==> src/rtl/dadda_mac_accumulator.sv <==
`default_nettype none
// ============================================================================
// Module   : dadda_mac_accumulator
// Purpose  : Sums a programmable-length block of multiplier products and hands
//            the block total over on a valid/ready handshake.
//            Optional macro DADDA_MAC_SATURATE_EN clamps on overflow instead
//            of wrapping.
// Revision : 1.0  initial release
// ============================================================================
module dadda_mac_accumulator #(
  parameter int PROD_WIDTH  = 16,
  parameter int ACC_WIDTH   = 24,
  parameter int COUNT_WIDTH = 8
) (
  input  logic                   clock,
  input  logic                   reset,
  input  logic                   start,
  input  logic [COUNT_WIDTH-1:0] block_len,
  input  logic [PROD_WIDTH-1:0]  product_in,
  input  logic                   product_valid,
  output logic [ACC_WIDTH-1:0]   result,
  output logic                   result_valid,
  input  logic                   result_ready,
  output logic                   busy,
  output logic                   overflow
);

  typedef enum logic [1:0] {
    IDLE  = 2'd0,
    ACCUM = 2'd1,
    DONE  = 2'd2
  } state_t;

  state_t                 state, state_next;
  logic [ACC_WIDTH-1:0]   acc, acc_next;
  logic [COUNT_WIDTH-1:0] remaining, remaining_next;
  logic                   ovf, ovf_next;

  logic [ACC_WIDTH:0]     sum;
  logic                   carry;
  logic                   accept_start;
  logic                   take_product;

  // One extra bit of headroom exposes the carry-out used for overflow.
  assign sum   = {1'b0, acc} + {{(ACC_WIDTH + 1 - PROD_WIDTH){1'b0}}, product_in};
  assign carry = sum[ACC_WIDTH];

  assign accept_start = start && ((state == IDLE) || ((state == DONE) && result_ready));
  assign take_product = (state == ACCUM) && product_valid;

  always_comb begin
    state_next     = state;
    acc_next       = acc;
    remaining_next = remaining;
    ovf_next       = ovf;

    case (state)
      IDLE, DONE: begin
        if (accept_start) begin
          acc_next       = '0;
          ovf_next       = 1'b0;
          remaining_next = block_len;
          state_next     = (block_len != '0) ? ACCUM : DONE;
        end else if ((state == DONE) && result_ready) begin
          state_next = IDLE;
        end
      end
      ACCUM: begin
        if (take_product) begin
`ifdef DADDA_MAC_SATURATE_EN
          acc_next = carry ? {ACC_WIDTH{1'b1}} : sum[ACC_WIDTH-1:0];
`else
          acc_next = sum[ACC_WIDTH-1:0];
`endif
          if (carry) begin
            ovf_next = 1'b1;
          end
          remaining_next = remaining - COUNT_WIDTH'(1);
          if (remaining == COUNT_WIDTH'(1)) begin
            state_next = DONE;
          end
        end
      end
      default: begin
        state_next = IDLE;
      end
    endcase
  end

  always_ff @(posedge clock or posedge reset) begin
    if (reset) begin
      state     <= IDLE;
      acc       <= '0;
      remaining <= '0;
      ovf       <= 1'b0;
    end else begin
      state     <= state_next;
      acc       <= acc_next;
      remaining <= remaining_next;
      ovf       <= ovf_next;
    end
  end

  assign result       = acc;
  assign result_valid = (state == DONE);
  assign busy         = (state == ACCUM);
  assign overflow     = ovf;

endmodule
`default_nettype wire
==> config.mk <==
export PLATFORM = sky130hd
export DESIGN_NAME = dadda_mac_accumulator
export DESIGN_NICKNAME = d
export VERILOG_FILES = /design/src/rtl/dadda_mac_accumulator.sv
export SDC_FILE = /design/constraint.sdc
export NUM_CORES = 1
export LEC_CHECK = 0
export CORE_MARGIN = 4
export CORE_UTILIZATION = 51
export CTS_BUF_LIST = sky130_fd_sc_hd__clkbuf_16
export CTS_CLUSTER_SIZE = 25
export DETAILED_ROUTE_END_ITERATION = 10
export HOLD_SLACK_MARGIN = 0.05
export PLACE_DENSITY = 0.87
export SYNTH_ARGS = -nofsm -noshare
export SYNTH_HDL_FRONTEND = slang
export SYNTH_SLANG_ARGS = --single-unit
==> constraint.sdc <==
create_clock -name clock -period 3.1 [get_ports clock]
set_clock_uncertainty 0.1 [all_clocks]
set_input_delay 0.62 -clock clock [delete_from_list [all_inputs] [get_ports clock]]
set_output_delay 0.62 -clock clock [all_outputs]
set_load 0.02 [all_outputs]
# == Yosys cells after proc, flatten, opt, wreduce, memory -nomap -nowiden ==
# Cells that the tools add are included.
# word_totals
input_bits,29
reg_bits,35
wordCells,41
# classes
reduce_logical,11
n_eq_ne,8
add_sub_neg,2
muxes,16
# op_table
operator,count
24-bit 2-to-1 mux,2
24-bit case mux with 2 select lines,1
24-bit by 16-bit adder with 25-bit output,1
8-bit 2-to-1 mux,2
8-bit case mux with 2 select lines,1
2-bit 2-to-1 mux,5
"8-bit by 1-bit equality test with 1-bit output, second input constant",1
8-bit nonzero test,1
"8-bit by 1-bit subtractor with 8-bit output, second input constant",1
"2-bit by 1-bit inequality test with 1-bit output, second input constant",3
3-bit AND reduction,2
2-bit case mux with 2 select lines,1
4-bit AND reduction,1
1-bit logical AND,3
1-bit 2-to-1 mux,3
"3-bit inequality test, second input constant",1
"2-bit by 1-bit equality test with 1-bit output, second input constant",1
"2-bit equality test, second input constant",1
2-bit zero test,1
"2-bit inequality test, second input constant",1
1-bit case mux with 2 select lines,1
2-bit nonzero test,1
2-bit OR reduction,1
1-bit logical OR,1

# == Longest topological paths before layout ==
# logic_depth
depth_word,6
mapped_depth,8

# == Worst setup path after synthesis ==
# OpenSTA, ideal clock, no wires.
# synth_path
path_kind,input to register
from,input product_in[0]
to,register acc[18] (netlist: result[18])
path_slack_ns,0.499
required_time_ns,2.920
stages,8
n_path_buf,0
setup_ns,0.080
arrival_ns,2.421
cell_sequence,ha_1 > fa_1 > a21o_2 > a221oi_1 > o31a_1 > o221ai_1 > nand3_1 > mux2i_1
# synth_via
elab_chain_len,3
# synth_rtl
item,line,source
from (decl),19,"input logic [PROD_WIDTH-1:0] product_in,"
24-bit by 16-bit adder with 25-bit output,45,"assign sum = {1'b0, acc} + {{(ACC_WIDTH + 1 - PROD_WIDTH){1'b0}}, product_in};"
24-bit 2-to-1 mux,69,if (take_product) begin
24-bit case mux with 2 select lines,57,case (state)
to (signal assigned),98,acc <= acc_next;
to (decl),35,"logic [ACC_WIDTH-1:0] acc, acc_next;"
# No other way between the ends. The select of a mux whose other input is x is not followed.
# A chain may end at the register's enable or synchronous reset.

# == Worst setup path after layout ==
# Same ends and word-level chain as after synthesis.

==> results.py <==
metrics = {
    "synth": {
        "asyncSetResetFlopFracSynth": 1.00,
        "yosysWarningCount": 0,
        "synthesis.instances": 296,
        "synth.top_cells.by_area": "sky130_fd_sc_hd__dfrtp_1, sky130_fd_sc_hd__ha_1, sky130_fd_sc_hd__nand2_1",
        "mapped_cell_area_mm2": 0.00251,
        "post-synth-top-area-fraction": 0.349,
        "synth_edf_count": 0,
        "ys_types": 50,
        "synth_seq_area_share": 0.349,
        "synth.avg_cell_area_um2": 8.48,
        "yosysMostFrequentCell": "sky130_fd_sc_hd__nand2_1",
        "synth.largest_area_cell": "sky130_fd_sc_hd__dfrtp_1",
        "ys_seq_elements": 35,
        "ys_dominant_reg_cell": "sky130_fd_sc_hd__dfrtp_1",
        "post_syn_nets": 344,
        "synth.top_cells.by_count": "sky130_fd_sc_hd__nand2_1, sky130_fd_sc_hd__dfrtp_1, sky130_fd_sc_hd__a21oi_1",
    },
    "power_and_ir_drop": {
        "total_power_mw": 3.22,
        "netSwitchingFraction": 0.446,
        "power_density_mw_per_mm2": 981,
        "clock_power_share": 0.145,
        "power.share.combinational": 0.607,
        "switching_power_mw": 1.44,
        "worst_ir_drop_vdd_uv": 529,
        "power.share.sequential": 0.248,
        "power.internal_mw": 1.78,
        "power.leakage_nw": 1.42,
    },
    "clock_network": {
        "insertion_delay_of_the_later_clocked_pin_in_the_worst_skew_pair_ns": 0.28,
        "cts_max_path_buffers": 2,
        "holdBufCountCts": 0,
        "cts.sink_count": 35,
        "tritoncts_buffer_count": 5,
        "htree_depth": 2,
        "clk_pin_slew_worst_paths_ns": 0.06,
        "cts_tree": "built",
        "cts.repair_timing.setup_buffer_count": 0,
        "cts_resized": 0,
        "clockRootBuffer": "sky130_fd_sc_hd__clkbuf_16",
    },
    "floorplan": {
        "total_die_area_mm2": 0.00611,
        "core_mm2": 0.00475,
        "die_height_um": 78.1,
        "placementRows": 25,
        "die_width_um": 78.1,
        "initial_util": 0.528,
        "io-pin-count": 56,
    },
    "cells_and_area": {
        "final.fill_count": 372,
        "finalNetCount": 401,
        "antenna_cells": 0,
        "p_r_area_growth_vs_syn_pct": 30.8,
        "post_layout_cell_count": 420,
        "final_cell_area_mm2": 0.00328,
        "final_layout_size_suffix_gt1_frac": 0.0793,
    },
    "worst_setup_path": {
        "r2r_slack_ns": 0.61,
        "setup.worst_path.end_class": "register",
        "critical_path_required_ns": 3.20,
        "timing.critical_path.from": "product_in[0]",
        "data_arrival_time_of_the_critical_path_ns": 2.96,
        "timing.setup.critical_path_class": "in -> reg",
        "reg2reg_depth": 8,
        "worst_r2r_startpoint": "result[0]",
        "crit_path_max_fanout": 3,
        "regToRegEndpoint": "result[18]",
        "worstSetupStartpointType": "input port",
        "timing.critical_path.to": "result[18]",
    },
    "placement": {
        "placed_cells_incl_taps": 413,
        "detailedPlace.worstSlack_ns": -0.119,
        "place.detailed.hpwl_mm": 4.64,
        "gp_congestion": 0.866,
        "detailed_place.area_mm2": 0.00314,
        "port-buffer-count": 55,
    },
    "grt": {
        "grt_pass1_vias": 2464,
        "grt_first_pass_wirelength_mm": 11.0,
        "grt_overflow": 0,
        "pin_count_of_the_biggest_net_entering_global_routing": 36,
        "grt_antenna_before_repair": 0,
        "global_route.usage.total": 0.223,
    },
    "route": {
        "vias_per_cell": 5.92,
        "post_drt_wl_per_cell_um": 15.3,
        "via_count": 2486,
        "post-route-drc-count": 0,
        "drtPass1Iterations": 5,
        "detailed_router_s_first_iteration_violation_count": 215,
        "antenna_violating_nets_post_route": 0,
        "routed_wirelength_mm": 6.44,
    },
    "sta": {
        "clock_period_minus_final_worst_setup_slack_ns": 2.87,
        "hold-worst-slack_ns": 0.410,
        "finalCritPeriodShare": 0.925,
        "drv_slew": 0,
        "layout_setup_ws_ns": 0.233,
        "final-setup-viol-count": 0,
        "slew-limit-headroom": 0.592,
        "fmax_mhz": 349,
        "worst-slew-pin-transition_ns": 0.607,
        "rsz0062_at_grt": "no",
        "hold_viol_final": 0,
    },
    "min_path": {
        "timing.hold.worst_path_depth": 2,
        "hold_path.class": "reg -> reg",
        "hold_path_startpoint": "result[11]",
    },
    "job": {
        "max_cap_viol_count": 0,
    },
    "outcome": {
        "outcome": "complete, no violations",
    },
}
-- per-layer routing --
metal / track usage / up-vias / part of all wire / routed length, um
li1: - / 1188 / - / -
met2: 0.353 / 125 / 0.47 / 3040
met1: 0.302 / 1159 / 0.44 / 2870
met5: 0 / - / 0 / 0
met3: 0.0390 / 14 / 0.068 / 435
met4: 0.0927 / 0 / 0.016 / 104
-- layout by cell type (no fill, tap or decap), drive strengths merged, types with 3 or more instances in the layout --
master,instances
nand4,5
clkdlybuf4s50,55
or4,4
mux2i,4
o211ai,5
dfrtp,35
nor4,3
o21ai,30
o21bai,3
o21a,3
inv,9
clkbuf,5
a21oi,27
nor2,22
a31oi,3
nand2,45
ha,18
xnor2,9
nand2b,3
buf,11
a21o,8
xor2,5
o31ai,4
nand3,8
-- sequential cells by signal, indices dropped and copies added (netlist names) --
register   cells
overflow       1
remaining      8
state          2
result        24
-- critical path, cell delays in order --
cell and delay, ns:
sky130_fd_sc_hd__clkdlybuf4s50_1 0.41, sky130_fd_sc_hd__ha_1 0.23, sky130_fd_sc_hd__fa_1 0.46, sky130_fd_sc_hd__a21o_2 0.24
sky130_fd_sc_hd__a221oi_2 0.29, sky130_fd_sc_hd__o31a_1 0.23, sky130_fd_sc_hd__o221ai_1 0.16, sky130_fd_sc_hd__nand3_1 0.14
sky130_fd_sc_hd__mux2i_1 0.18
-- worst min-delay path by stage --
stage,end,slack [ns]
after CTS,result[11],0.42
after detailed placement,overflow,0.40
after global placement,result[11],0.39
after floorplan,remaining[2],0.41
final,result[11],0.41
after global routing,result[13],0.45
-- per-stage QoR --
step / utilization / setup TNS (ns)
after CTS: 0.689 / 0
final: 0.690 / 0
after floorplan: - / 0
after global routing: 0.690 / 0
after global placement: 0.661 / -0.00315
after detailed placement: 0.661 / -0.182
-- cell type report --
class / count / area (um^2) / share of cell area
Multi-Input combinational cell: 236 / 1520 / 0.463
Sequential cell: 35 / 876 / 0.267
Timing Repair Buffer: 66 / 633 / 0.193
Clock buffer: 5 / 125 / 0.0381
Tap cell: 67 / 83.8 / 0.0256
Inverter: 9 / 33.8 / 0.0103
Clock inverter: 2 / 8.76 / 0.00267
-- logic make-up (layout without fill, tap and decap cells) --
kind of cell             Yosys count  count (layout)  share of synthesized area
AO/OA/AOI/OAI                     99              99                      0.254
multiplexers                       4               4                     0.0160
XOR/XNOR                          14              14                     0.0489
adder cells (fa/ha/maj)           19              19                     0.0978
flip-flops                        35              35                      0.349
buffers and inverters             25              82                     0.0474
AND/OR/NAND/NOR                  100             100                      0.187
-- power by group through the flow --
stage / Combinational (mW) / Sequential (mW) / Clock [mW]
6_report: 1.95 / 0.799 / 0.468
3_5_place_dp: 1.90 / 0.801 / 0
5_1_grt: 2.14 / 0.830 / 0.487
4_1_cts: 1.93 / 0.797 / 0.472
3_3_place_gp: 1.85 / 0.794 / 0
2_1_floorplan: 1.19 / 0.912 / 0
Power figures use the tool's default switching activity.
